File: config.mk
export PLATFORM = sky130hd
export DESIGN_NAME = hex_word_renderer
export DESIGN_NICKNAME = d
export VERILOG_FILES = /design/src/rtl/vga_pkg.sv /design/src/rtl/hex_font_rom.sv /design/src/rtl/hex_word_renderer.sv
export SDC_FILE = /design/constraint.sdc
export NUM_CORES = 1
export LEC_CHECK = 0
export CORE_UTILIZATION = 47
export DETAILED_ROUTE_END_ITERATION = 7
export PLACE_DENSITY = 0.84
export SLEW_MARGIN = 20
export SYNTH_ARGS = -nofsm -noshare
export SYNTH_HDL_FRONTEND = slang
export SYNTH_SLANG_ARGS = --single-unit
File: constraint.sdc
create_clock -name CLK_50 -period 2 [get_ports CLK_50]
set_input_delay 0.4 -clock CLK_50 [delete_from_list [all_inputs] [get_ports CLK_50]]
set_output_delay 0.4 -clock CLK_50 [all_outputs]
set_load 0.01 [all_outputs]
File: src/rtl/vga_pkg.sv
// Shared constants and types for the VGA text/hex rendering path.
package vga_pkg;

   localparam int RGB_W     = 8;
   localparam int VISIBLE_H = 384;
   localparam int GLYPH_W   = 8;
   localparam int GLYPH_H   = 8;

   typedef logic [3:0]       nibble_t;
   typedef logic [RGB_W-1:0] rgb_t;

endpackage

File: src/rtl/hex_font_rom.sv
// 8x8 bitmap font for the sixteen hex digits '0'-'9','A'-'F'.
// Purely combinational; the caller registers the selected row.
module hex_font_rom
   import vga_pkg::*;
(
   input  nibble_t    nibble,
   input  logic [2:0] row,
   output logic [7:0] bitmap
);

   logic [63:0] glyph;

   // Row 0 is the top byte; row 7 is left blank in every glyph for line spacing.
   always_comb begin
      glyph = 64'h0;
      case (nibble)
         4'h0: glyph = 64'h3C666E7666663C00;
         4'h1: glyph = 64'h1838181818187E00;
         4'h2: glyph = 64'h3C66060C30607E00;
         4'h3: glyph = 64'h3C66061C06663C00;
         4'h4: glyph = 64'h0C1C3C6C7E0C0C00;
         4'h5: glyph = 64'h7E607C0606663C00;
         4'h6: glyph = 64'h3C607C6666663C00;
         4'h7: glyph = 64'h7E060C1830303000;
         4'h8: glyph = 64'h3C66663C66663C00;
         4'h9: glyph = 64'h3C66663E060C3800;
         4'hA: glyph = 64'h183C66667E666600;
         4'hB: glyph = 64'h7C66667C66667C00;
         4'hC: glyph = 64'h3C66606060663C00;
         4'hD: glyph = 64'h786C6666666C7800;
         4'hE: glyph = 64'h7E60607C60607E00;
         4'hF: glyph = 64'h7E60607C60606000;
      endcase
   end

   assign bitmap = glyph[{~row, 3'b000} +: 8];

endmodule

File: src/rtl/hex_word_renderer.sv
// Renders data-memory words as hex glyphs in the column right of the bitmap.
// Three register stages: address/coords, nibble select, font lookup.
module hex_word_renderer
   import vga_pkg::*;
#(
   parameter int         DATA_WIDTH              = 16,
   parameter int         ADDR_WIDTH              = 8,
   parameter int         BITS_PER_MEMORY_PIXEL_Y = 4,
   parameter int         HEX_START_X             = 512,
   parameter int         PIXELS_PER_HEX_DIGIT    = 16,
   parameter int         WORDS_PER_ROW           = 2,
   parameter logic [7:0] FG_RGB                  = 8'hFF
)(
   input  logic                  CLK_50,
   input  logic                  RESET,
   input  logic [9:0]            pixel_x,
   input  logic [9:0]            pixel_y,
   output logic [ADDR_WIDTH-1:0] mem_addr,
   input  logic [DATA_WIDTH-1:0] mem_data,
   output logic                  number_drawing_request,
   output logic [7:0]            number_rgb
);

   localparam int DIGITS      = DATA_WIDTH / 4;
   localparam int DIGIT_SHIFT = $clog2(PIXELS_PER_HEX_DIGIT);
   localparam int WORD_SHIFT  = $clog2(DIGITS * PIXELS_PER_HEX_DIGIT);
   localparam int DIGIT_W     = (DIGITS > 1) ? $clog2(DIGITS) : 1;
   localparam int GX_SHIFT    = DIGIT_SHIFT - 3;
   localparam int GY_SHIFT    = BITS_PER_MEMORY_PIXEL_Y - 3;

   logic [9:0]            dx;
   logic [9:0]            col;
   logic [9:0]            trow;
   logic                  in_region;
   logic [ADDR_WIDTH-1:0] addr_next;
   logic [DIGIT_W-1:0]    digit;
   logic [2:0]            gx;
   logic [2:0]            gy;

   // Left of the column dx wraps to a huge value, so col alone also rejects it.
   assign dx        = pixel_x - 10'(HEX_START_X);
   assign col       = dx >> WORD_SHIFT;
   assign trow      = pixel_y >> BITS_PER_MEMORY_PIXEL_Y;
   assign in_region = (pixel_x >= 10'(HEX_START_X)) && (pixel_y < 10'(VISIBLE_H))
                      && (col < 10'(WORDS_PER_ROW));
   assign addr_next = ADDR_WIDTH'(trow * WORDS_PER_ROW + col);
   assign digit     = DIGIT_W'(dx >> DIGIT_SHIFT);
   assign gx        = 3'(dx >> GX_SHIFT);
   assign gy        = 3'(pixel_y >> GY_SHIFT);

   logic               s0_valid;
   logic [DIGIT_W-1:0] s0_digit;
   logic [2:0]         s0_gx;
   logic [2:0]         s0_gy;

   // The address only moves inside the column so the memory port stays quiet elsewhere.
   always_ff @(posedge CLK_50) begin
      if (RESET) begin
         mem_addr <= '0;
         s0_valid <= 1'b0;
         s0_digit <= '0;
         s0_gx    <= 3'd0;
         s0_gy    <= 3'd0;
      end else begin
         if (in_region) mem_addr <= addr_next;
         s0_valid <= in_region;
         s0_digit <= digit;
         s0_gx    <= gx;
         s0_gy    <= gy;
      end
   end

   nibble_t nibble_sel;

   // Gate on the valid flag so an undriven memory bus never reaches the font.
   always_comb begin
      nibble_sel = 4'h0;
      for (int i = 0; i < DIGITS; i++) begin
         if (s0_valid && (s0_digit == DIGIT_W'(i)))
            nibble_sel = mem_data[DATA_WIDTH-1-4*i -: 4];
      end
   end

   logic    s1_valid;
   nibble_t s1_nibble;
   logic [2:0] s1_gx;
   logic [2:0] s1_gy;

   always_ff @(posedge CLK_50) begin
      if (RESET) begin
         s1_valid  <= 1'b0;
         s1_nibble <= 4'h0;
         s1_gx     <= 3'd0;
         s1_gy     <= 3'd0;
      end else begin
         s1_valid  <= s0_valid;
         s1_nibble <= nibble_sel;
         s1_gx     <= s0_gx;
         s1_gy     <= s0_gy;
      end
   end

   logic [7:0] glyph_row;
   logic       pixel_on;

   hex_font_rom u_font (
      .nibble (s1_nibble),
      .row    (s1_gy),
      .bitmap (glyph_row)
   );

   assign pixel_on = s1_valid & glyph_row[~s1_gx];

   always_ff @(posedge CLK_50) begin
      if (RESET) begin
         number_drawing_request <= 1'b0;
         number_rgb             <= 8'h00;
      end else begin
         number_drawing_request <= pixel_on;
         number_rgb             <= pixel_on ? FG_RGB : 8'h00;
      end
   end

endmodule

==> metrics.txt, run 1 <==
Setup Skew 0.00866 ns; Hold Path Class flop to flop; arrival time worst endpoint 2.18 ns; multi-input combinational cell area 1490 um2; die area 6520 um2; hold buffer count at cts 0; io pins 55; Final TNS setup 0 ns; Data required, critical path 2.22 ns; clk sinks 63; DR pass1 iterations 8; startpoint types primary input; Storage cell area 1260 um2; sequential area share after synthesis 43.3%; layout cells sized above 1 25.8%; Post-synth top flop dfxtp_1; Reg clk slew, reported paths 0.07 ns; vias in the first global route 2382; Fmax 0.512 GHz; DR vias/cell 5.45; grt ovf 0; core area 5960 um2; post-synthesis cell area 2910 um2; Ys Warns 0; Post-DP HPWL 5140 um; worst slew pin tran 0.549 ns; setup slack after layout 0.0471 ns; drc violations 0; kind of critical path primary input to flop; Yosys reg bits 63; Initial Utilization 48.9%; DP Cell Count 440; Tcrit/Tclk final 97.6%; root buf cell clkbuf_8; CP Capture Type flop; mean cell area of the mapped netlist 9.98 um2; synth unique cells 52; Overall Global Routing Usage 23.2%; FP Rows 28; Clock Latency Late Sink 0.34 ns; Pleak 1.56 nW; ys async rst share 0%; Die Width 80.7 um; Final nets 428; CTS H-tree lvls 3; die height 80.7 um; Layout Utilization 67.1%; port bufs 52; global-route wire length before repair 11100 um; Max Root-Sink Buffers 2; gp weighted congestion 0.895; initial antenna violation count 0; Area Growth Syn to Fin 37.1%; Diodes inserted 0; post-route ant nets 0; outcome complete, no violations; clock period minus worst slack 1.95 ns; fin. max-slew vios 0; EDFF count, synth 0; 1st-iter DRT viols 268; RSZ-0062 raised after global routing false; Syn Nets 342; total power after layout 0.00268 W; dpl ws -0.386 ns; worst rel slew slack 63.3%; CTS tree built; fin cells 458; final WL 7050 um; most frequent cells in the layout dfxtp_1, clkdlybuf4s50_1, buf_4; fill cell count 463; worst vdd ir 0.554 mV; Max-cap violations 0; Fin. Hold Viols 0; pin count of the biggest net entering global routing 25; largest fanout on the critical path 4; most common cell after layout, fill and taps aside dfxtp_1; via count 2497; cells after synthesis 292; Setup Viol. Count Final 0; number of buffers created by CTS 9; drt wl/cell 15.4 um; PD cells 672 nW/um2
Yosys cell counts (2+ instances only):
cell type	n	share of area, %
inv_1	11	1.4
ha_1	11	4.7
mux4_2	7	5.4
dfxtp_1	63	43
nor2_1	11	1.4
nand2_2	2	0.43
a211oi_1	3	0.77
nor3_1	2	0.34
a21o_1	2	0.52
nor2b_1	17	3.7
and4_1	2	0.60
o21ai_0	10	1.7
mux4_1	2	1.8
o211ai_1	7	1.8
nor3b_1	3	0.77
xnor2_1	2	0.60
a21oi_1	28	4.8
nor2_8	2	1.4
buf_2	8	1.4
buf_6	3	1.2
clkbuf_1	6	0.77
o22ai_1	2	0.43
nand2b_1	5	1.1
o21ai_1	3	0.52
and2_4	2	0.60
nand2_1	26	3.4
a22oi_1	3	0.77
nand3b_1	6	1.5
buf_4	8	2.1
nor2_2	2	0.43
a311oi_1	2	0.60
mux2i_1	11	3.8
state kept, by name, indices dropped and copies added, names as in the netlist, 2 cells and up:
signal	count
s0_gx	3
mem_addr	8
s1_gx	3
u_font.glyph	38
s0_gy	3
s0_digit	2
s1_gy	3
kinds of logic (layout without fill, tap and decap cells):
kind of cell,after synthesis,count (layout),share of synthesized area [%]
and+or+nand+nor,86,86,17.1
AOI/OAI and AO/OA,71,71,15.2
adders and majority gates,12,12,5.41
xor gates and xnor gates,2,2,0.601
buffers and inverters,37,128,6.92
muxes,21,21,11.4
DFF,63,63,43.3
metal layers:
metal | share of wire, % | vias up | global-route usage [%]
met5 | 0 | - | 0
met2 | 52 | 117 | 40.2
met3 | 5.9 | 25 | 6.93
met1 | 39 | 1158 | 26.9
li1 | - | 1197 | -
met4 | 2.7 | 0 | 8.93
what timing repair did:
action / 4_1_cts / 5_1_grt
gates cloned: 0 / 0
hold endpoints to repair: 0 / 0
setup buffers: 2 / 0
pin swaps: 1 / 1
resized for setup: 2 / 12
setup endpoints to repair: 6 / 28
worst paths after layout:
| path | startpoint | to | slack (ns) | depth (start not counted) |
|---|---|---|---|---|
| setup / recovery | mem_data[0] | u_font.glyph[42]$_DFF_P_ | 0.05 | 7 |
| hold / removal | s0_gy[2]$_SDFF_PP0_ | s1_gy[2]$_SDFF_PP0_ | 0.44 | 1 |
| setup reg to reg | s0_digit[0]$_SDFF_PP0_ | u_font.glyph[42]$_DFF_P_ | 0.09 | 6 |
| hold reg to reg | s0_gy[2]$_SDFF_PP0_ | s1_gy[2]$_SDFF_PP0_ | 0.44 | 1 |
worst max-delay path, stage by stage:
cell	delay [ns]
clkdlybuf4s50_1	0.40
mux4_2	0.51
nand2_4	0.11
inv_2	0.05
ha_2	0.19
or3_4	0.38
a21boi_1	0.14
layout make-up:
| cell class | instances | area share (%) |
|---|---|---|
| Multi-Input combinational cell | 192 | 37.4 |
| Sequential cell | 63 | 31.7 |
| Timing Repair Buffer | 100 | 22.1 |
| Clock buffer | 11 | 3.79 |
| Tap cell | 75 | 2.35 |
| Clock inverter | 5 | 1.60 |
| Inverter | 12 | 1.13 |
metrics by stage:
step / hold WS, ns / instance area, um2
floorplan: 0.414 / 2910
global placement: 0.423 / 3720
detailed placement: 0.420 / 3720
CTS: 0.437 / 3950
global route: 0.458 / 3990
finish: 0.437 / 3990
where the power goes:
group,switching (W),internal [W]
clock network,0.000512,0.000654
logic,0.0000810,0.000140
registers,0.0000187,0.00128
Power figures use the tool's default switching activity.
==> run 2, diff against run 1 <==
--- a/config.mk
+++ b/config.mk
@@ -5,9 +5,10 @@
 export SDC_FILE = /design/constraint.sdc
 export NUM_CORES = 1
 export LEC_CHECK = 0
-export CORE_UTILIZATION = 47
+export CORE_UTILIZATION = 56
+export CTS_CLUSTER_DIAMETER = 200
 export DETAILED_ROUTE_END_ITERATION = 7
-export PLACE_DENSITY = 0.84
+export PLACE_DENSITY = 0.93
 export SLEW_MARGIN = 20
 export SYNTH_ARGS = -nofsm -noshare
 export SYNTH_HDL_FRONTEND = slang
==> constraint.sdc (replaced) <==
create_clock -name CLK_50 -period 2.5 [get_ports CLK_50]
set_input_delay 0.5 -clock CLK_50 [delete_from_list [all_inputs] [get_ports CLK_50]]
set_output_delay 0.5 -clock CLK_50 [all_outputs]
set_load 0.1 [all_outputs]
==> run 2 against run 1 <==
Compared with the run above:
- global-route usage grew 2.7 points
- first-iteration DRC count shrank 27%
- cell count shrank 7.6%
- count of clock-buffer cells in the layout shrank 2
- sequential share of layout area up 2.7 points
- core utilization increased by 8.7 points
- clock power is 26% lower
- clock skew grew 0.0018 ns
- die area down 16%
- sequential power decreased by 20%
- non-clock buffer count fell by 27
- total power down 23%
==> metrics.txt, run 2 (synthesis gave the netlist of run 1 again) <==
total power after layout 0.00208 W (-23%); worst rel slew slack 62.8% (-0.50 points); Max Root-Sink Buffers 2 (unchanged); PD cells 566 nW/um2 (-16%); dpl ws -0.0329 ns (+0.353 ns); DR vias/cell 5.56 (+1.9%); RSZ-0062 raised after global routing false; initial antenna violation count 0 (unchanged); Setup Viol. Count Final 0 (unchanged); pin count of the biggest net entering global routing 25 (unchanged); Final nets 401 (-6.3%); grt ovf 0 (unchanged); Tcrit/Tclk final 87.6%; most common cell after layout, fill and taps aside dfxtp_1; # Post-CTS Setup Buffers 0 (-2); vias in the first global route 2266 (-4.9%); arrival time worst endpoint 2.45 ns (+0.27 ns); io pins 55 (unchanged); clk sinks 63 (unchanged); Initial Utilization 60.1% (+11 points); flip-flop count of the largest register after layout 38 (unchanged); Overall Global Routing Usage 25.9% (+2.7 points); port bufs 52 (unchanged); final WL 6490 um (-8.0%); clock period minus worst slack 2.19 ns; Post-DP HPWL 4780 um (-6.9%); global-route wire length before repair 10400 um (-6.3%); Diodes inserted 0 (unchanged); Setup Skew 0.0104 ns (+0.00179 ns); setup slack after layout 0.310 ns (+0.263 ns); 1st-iter DRT viols 196 (-27%); worst vdd ir 0.446 mV (-20%); Data required, critical path 2.76 ns (+0.54 ns); worst slew pin tran 0.557 ns (+0.00742 ns); Max-cap violations 0 (unchanged); drc violations 0 (unchanged); largest fanout on the critical path 5 (+1); CTS tree built; Pleak 1.45 nW (-7.3%); kind of critical path primary input to flop; Hold Path Class flop to flop; die height 74.1 um (-8.2%); Top cell by count, worst path nand2_1; Fin. Hold Viols 0 (unchanged); DR pass1 iterations 7 (-1); number of buffers created by CTS 9 (unchanged); root buf cell clkbuf_8; gp weighted congestion 0.943 (+5.4%); most frequent cells in the layout dfxtp_1, buf_4, clkdlybuf4s50_1; core area 4850 um2 (-19%); startpoint types primary input; die area 5490 um2 (-16%); hold buffer count at cts 0 (unchanged); Reg clk slew, reported paths 0.07 ns (about the same); layout cells sized above 1 21.1% (-4.8 points); Area Growth Syn to Fin 26.0%; fill cell count 320 (-31%); Fmax 0.457 GHz; Die Width 74.1 um (-8.2%); CP Cell Sequence clkdlybuf4s50_1 -> mux4_1 -> nand2_1 -> inv_2 -> buf_4 -> ha_1 -> nand2_1 -> o21ai_0 -> a22oi_1; CTS H-tree lvls 3 (unchanged); CP peak stage delay 0.50 ns (about the same); drt wl/cell 15.3 um (-0.34%); fin. max-slew vios 0 (unchanged); via count 2350 (-5.9%); post-CTS sizing 0 (-2); FP Rows 25 (-11%); CP Capture Type flop; Clock Latency Late Sink 0.35 ns (about the same); critical path's slowest cell mux4_1; outcome complete, no violations; post-route ant nets 0 (unchanged); DP Area 3480 um2 (-6.5%); design area 3670 um2 (-8.1%)
run 2: cell count changes in the layout (fill, tap and decap cells not counted), moves of 3 or more:
cell and change:
a21oi_1 +3, clkdlybuf4s50_1 -17, ha_2 -4, nand2_1 +3, ha_1 +4, a21oi_2 -3, buf_4 -10
run 2: layout make-up:
cell class	count	area, um2	share of cell area, %
clock buffer	9	124	3.37
clock inverter	7	71.3	1.94
inverter	12	45.0	1.23
multi-input combinational	192	1450	39.5
sequential	63	1260	34.4
tap	67	83.8	2.28
timing repair buffer	73	636	17.3
run 2: power by group:
group / total, W / switching [W] / leakage, nW / internal [W]
Sequential: 0.00104 / 0.0000164 / 0.512 / 0.00102
Clock: 0.000861 / 0.000402 / 0.0916 / 0.000459
Combinational: 0.000178 / 0.0000743 / 0.841 / 0.000104
run 2: worst paths after layout:
path | from | endpoint | slack, ns | cells past startpoint
worst max-delay path | mem_data[12] | u_font.glyph[10]$_DFF_P_ | 0.31 | 9
worst min-delay path | s0_gy[2]$_SDFF_PP0_ | s1_gy[2]$_SDFF_PP0_ | 0.44 | 1
worst max register to register | s0_digit[0]$_SDFF_PP0_ | u_font.glyph[10]$_DFF_P_ | 0.33 | 8
worst min register to register | s0_gy[2]$_SDFF_PP0_ | s1_gy[2]$_SDFF_PP0_ | 0.44 | 1
run 2: stage by stage:
stage | cells | hold WS [ns] | TNS (ns) | util [%]
final | 423 | 0.439 | 0 | 75.7
after global routing | 423 | 0.463 | 0 | 75.7
after CTS | 423 | 0.445 | 0 | 75.7
after detailed placement | 407 | 0.426 | -0.0812 | 71.7
after global placement | 407 | 0.419 | -0.00197 | 71.7
after floorplan | 292 | 0.414 | 0 | -
run 2: routing by layer:
layer	wire length, um	vias up	track usage, %	share of wire (%)
li1	-	1144	-	-
met1	2730	1075	31.8	42
met2	3200	104	43.6	49
met3	366	27	5.96	5.6
met4	188	0	11.3	2.9
met5	0	-	0	0
run 2: worst max-delay path, delay by kind of cell:
kind | cells | cell delay (ns)
buffers and inverters | 3 | 0.61
muxes | 1 | 0.50
and+or+nand+nor | 2 | 0.33
AOI/OAI and AO/OA | 2 | 0.29
adders and majority gates | 1 | 0.23
==> run 3, diff against run 2 <==
--- a/config.mk
+++ b/config.mk
@@ -5,6 +5,7 @@
 export SDC_FILE = /design/constraint.sdc
 export NUM_CORES = 1
 export LEC_CHECK = 0
+export CORE_ASPECT_RATIO = 1.1
 export CORE_UTILIZATION = 56
 export CTS_CLUSTER_DIAMETER = 200
 export DETAILED_ROUTE_END_ITERATION = 7
==> run 3 against run 2 <==
Compared with the run above:
- the flow now finishes with violations (DRC)
- first-iteration DRC count decreased by 47%
- worst setup slack got worse by 0.011 ns
- count of clock-buffer cells in the layout unchanged
- combinational power about the same
- critical endpoint is now u_font.glyph[38]$_DFF_P_
- highest routed layer unchanged
==> metrics.txt, run 3 (synthesis gave the netlist of run 1 again) <==
Reg clk slew, reported paths 0.07 ns (about the same); vias in the first global route 2318 (+2.3%); pin count of the biggest net entering global routing 25 (unchanged); flip-flop count of the largest register after layout 38 (unchanged); failing checks DRC; Max-cap violations 0 (unchanged); FP Rows 27 (+8.0%); largest fanout on the critical path 8 (+3); die height 77.6 um (+4.7%); fill cell count 350 (+9.4%); reg2reg path depth 6 (-2); post-CTS sizing 0 (unchanged); most frequent cells in the layout dfxtp_1, buf_4, clkdlybuf4s50_1; arrival time worst endpoint 2.44 ns (about the same); global-route wire length before repair 10500 um (+0.80%); clk sinks 63 (unchanged); CTS H-tree lvls 3 (unchanged); DR vias/cell 5.64 (+1.5%); Diodes inserted 0 (unchanged); drc violations 5 (+5); post-route ant nets 0 (unchanged); Clock Latency Late Sink 0.34 ns (about the same); M3 GR Usage 5.71% (-0.25 points); setup slack after layout 0.299 ns (-0.0111 ns); Fin. Hold Viols 0 (unchanged); Final nets 406 (+1.2%); final WL 6580 um (+1.4%); Setup Skew 0.00656 ns (-0.00389 ns); hold buffer count at cts 0 (unchanged); met1 usage 28.3% (-3.5 points); drt wl/cell 15.7 um (+2.3%); Final TNS setup 0 ns (unchanged); Area Growth Syn to Fin 27.0%; Post-DP HPWL 4960 um (+3.7%); Setup Viol. Count Final 0 (unchanged); outcome finished, violations left; 1st-iter DRT viols 104 (-47%); Overall Global Routing Usage 25.3% (-0.64 points); io pins 55 (unchanged); GRT busiest layer met2; die area 5490 um2 (about the same); Hold Path Class flop to flop; fin. max-slew vios 0 (unchanged); met2 usage 45.2% (+1.6 points); Fmax 0.454 GHz (-0.50%); Pleak 1.47 nW (+1.8%); Max Root-Sink Buffers 2 (unchanged); RSZ-0062 raised after global routing false; CP Capture Type flop; kind of critical path primary input to flop; number of buffers created by CTS 9 (unchanged); startpoint types primary input; worst slew pin tran 0.649 ns (+0.0919 ns); clock period minus worst slack 2.20 ns (+0.0111 ns); port bufs 52 (unchanged); Data required, critical path 2.74 ns (-0.02 ns); most common cell after layout, fill and taps aside dfxtp_1; root buf cell clkbuf_8; grt ovf 0 (unchanged); layout cells sized above 1 22.2% (+1.1 points); initial antenna violation count 0 (unchanged); worst vdd ir 0.592 mV (+33%); worst rel slew slack 56.7% (-6.1 points); gp weighted congestion 0.882 (-6.5%); via count 2363 (+0.55%); PD cells 563 nW/um2 (-0.55%); DR pass1 iterations 6 (-1); core area 5000 um2 (+3.1%); # Post-CTS Setup Buffers 0 (unchanged); hold path cells 1 (unchanged); dpl ws -0.00332 ns (+0.0295 ns); Tcrit/Tclk final 88.0% (+0.44 points); CTS tree built; Die Width 70.8 um (-4.5%); Initial Utilization 58.3% (-1.8 points)
-- run 3: worst max-delay path: stages --
cell,delay [ns]
clkdlybuf4s50_1,0.39
mux4_1,0.51
nand2_1,0.17
buf_4,0.15
ha_1,0.36
o21ai_1,0.12
a21oi_1,0.24
-- run 3: cell type report --
| cell class | count | area (um2) | area share, % |
|---|---|---|---|
| sequential | 63 | 1260 | 34.1 |
| inverter | 12 | 45.0 | 1.22 |
| timing repair buffer | 78 | 673 | 18.2 |
| clock buffer | 9 | 124 | 3.35 |
| tap | 58 | 72.6 | 1.96 |
| multi-input combinational | 192 | 1450 | 39.2 |
| clock inverter | 7 | 72.6 | 1.96 |
-- run 3: per-stage QoR --
stage	instances	power, W	utilization, %	cell area, um2	hold WS, ns
final	419	0.00208	74.0	3700	0.442
after floorplan	292	0.00116	-	2910	0.414
after global routing	419	0.00215	74.0	3700	0.457
after global placement	403	0.00123	70.0	3500	0.419
after CTS	419	0.00209	74.0	3700	0.444
after detailed placement	403	0.00124	70.0	3500	0.426
-- run 3: metal layers --
layer / up-vias / share of wire (%)
met3: 12 / 5.0
li1: 1151 / -
met1: 1118 / 41
met5: - / 0
met2: 82 / 53
met4: 0 / 1.7
-- run 3: path summary, 6_finish.rpt --
check                              start                       end  slack (ns)
setup / recovery             mem_data[8]  u_font.glyph[38]$_DFF_P_        0.30
hold / removal       s0_gx[1]$_SDFF_PP0_       s1_gx[1]$_SDFF_PP0_        0.44
hold reg to reg      s0_gx[1]$_SDFF_PP0_       s1_gx[1]$_SDFF_PP0_        0.44
setup reg to reg  s0_digit[0]$_SDFF_PP0_  u_font.glyph[38]$_DFF_P_        0.33
-- run 3: report_power, final --
group | switching, W | total [W] | internal [W] | leakage, nW
sequential | 0.0000177 | 0.00104 | 0.00102 | 0.512
clock | 0.000405 | 0.000866 | 0.000461 | 0.0956
combinational | 0.0000720 | 0.000176 | 0.000104 | 0.863
total | 0.000495 | 0.00208 | 0.00159 | 1.47
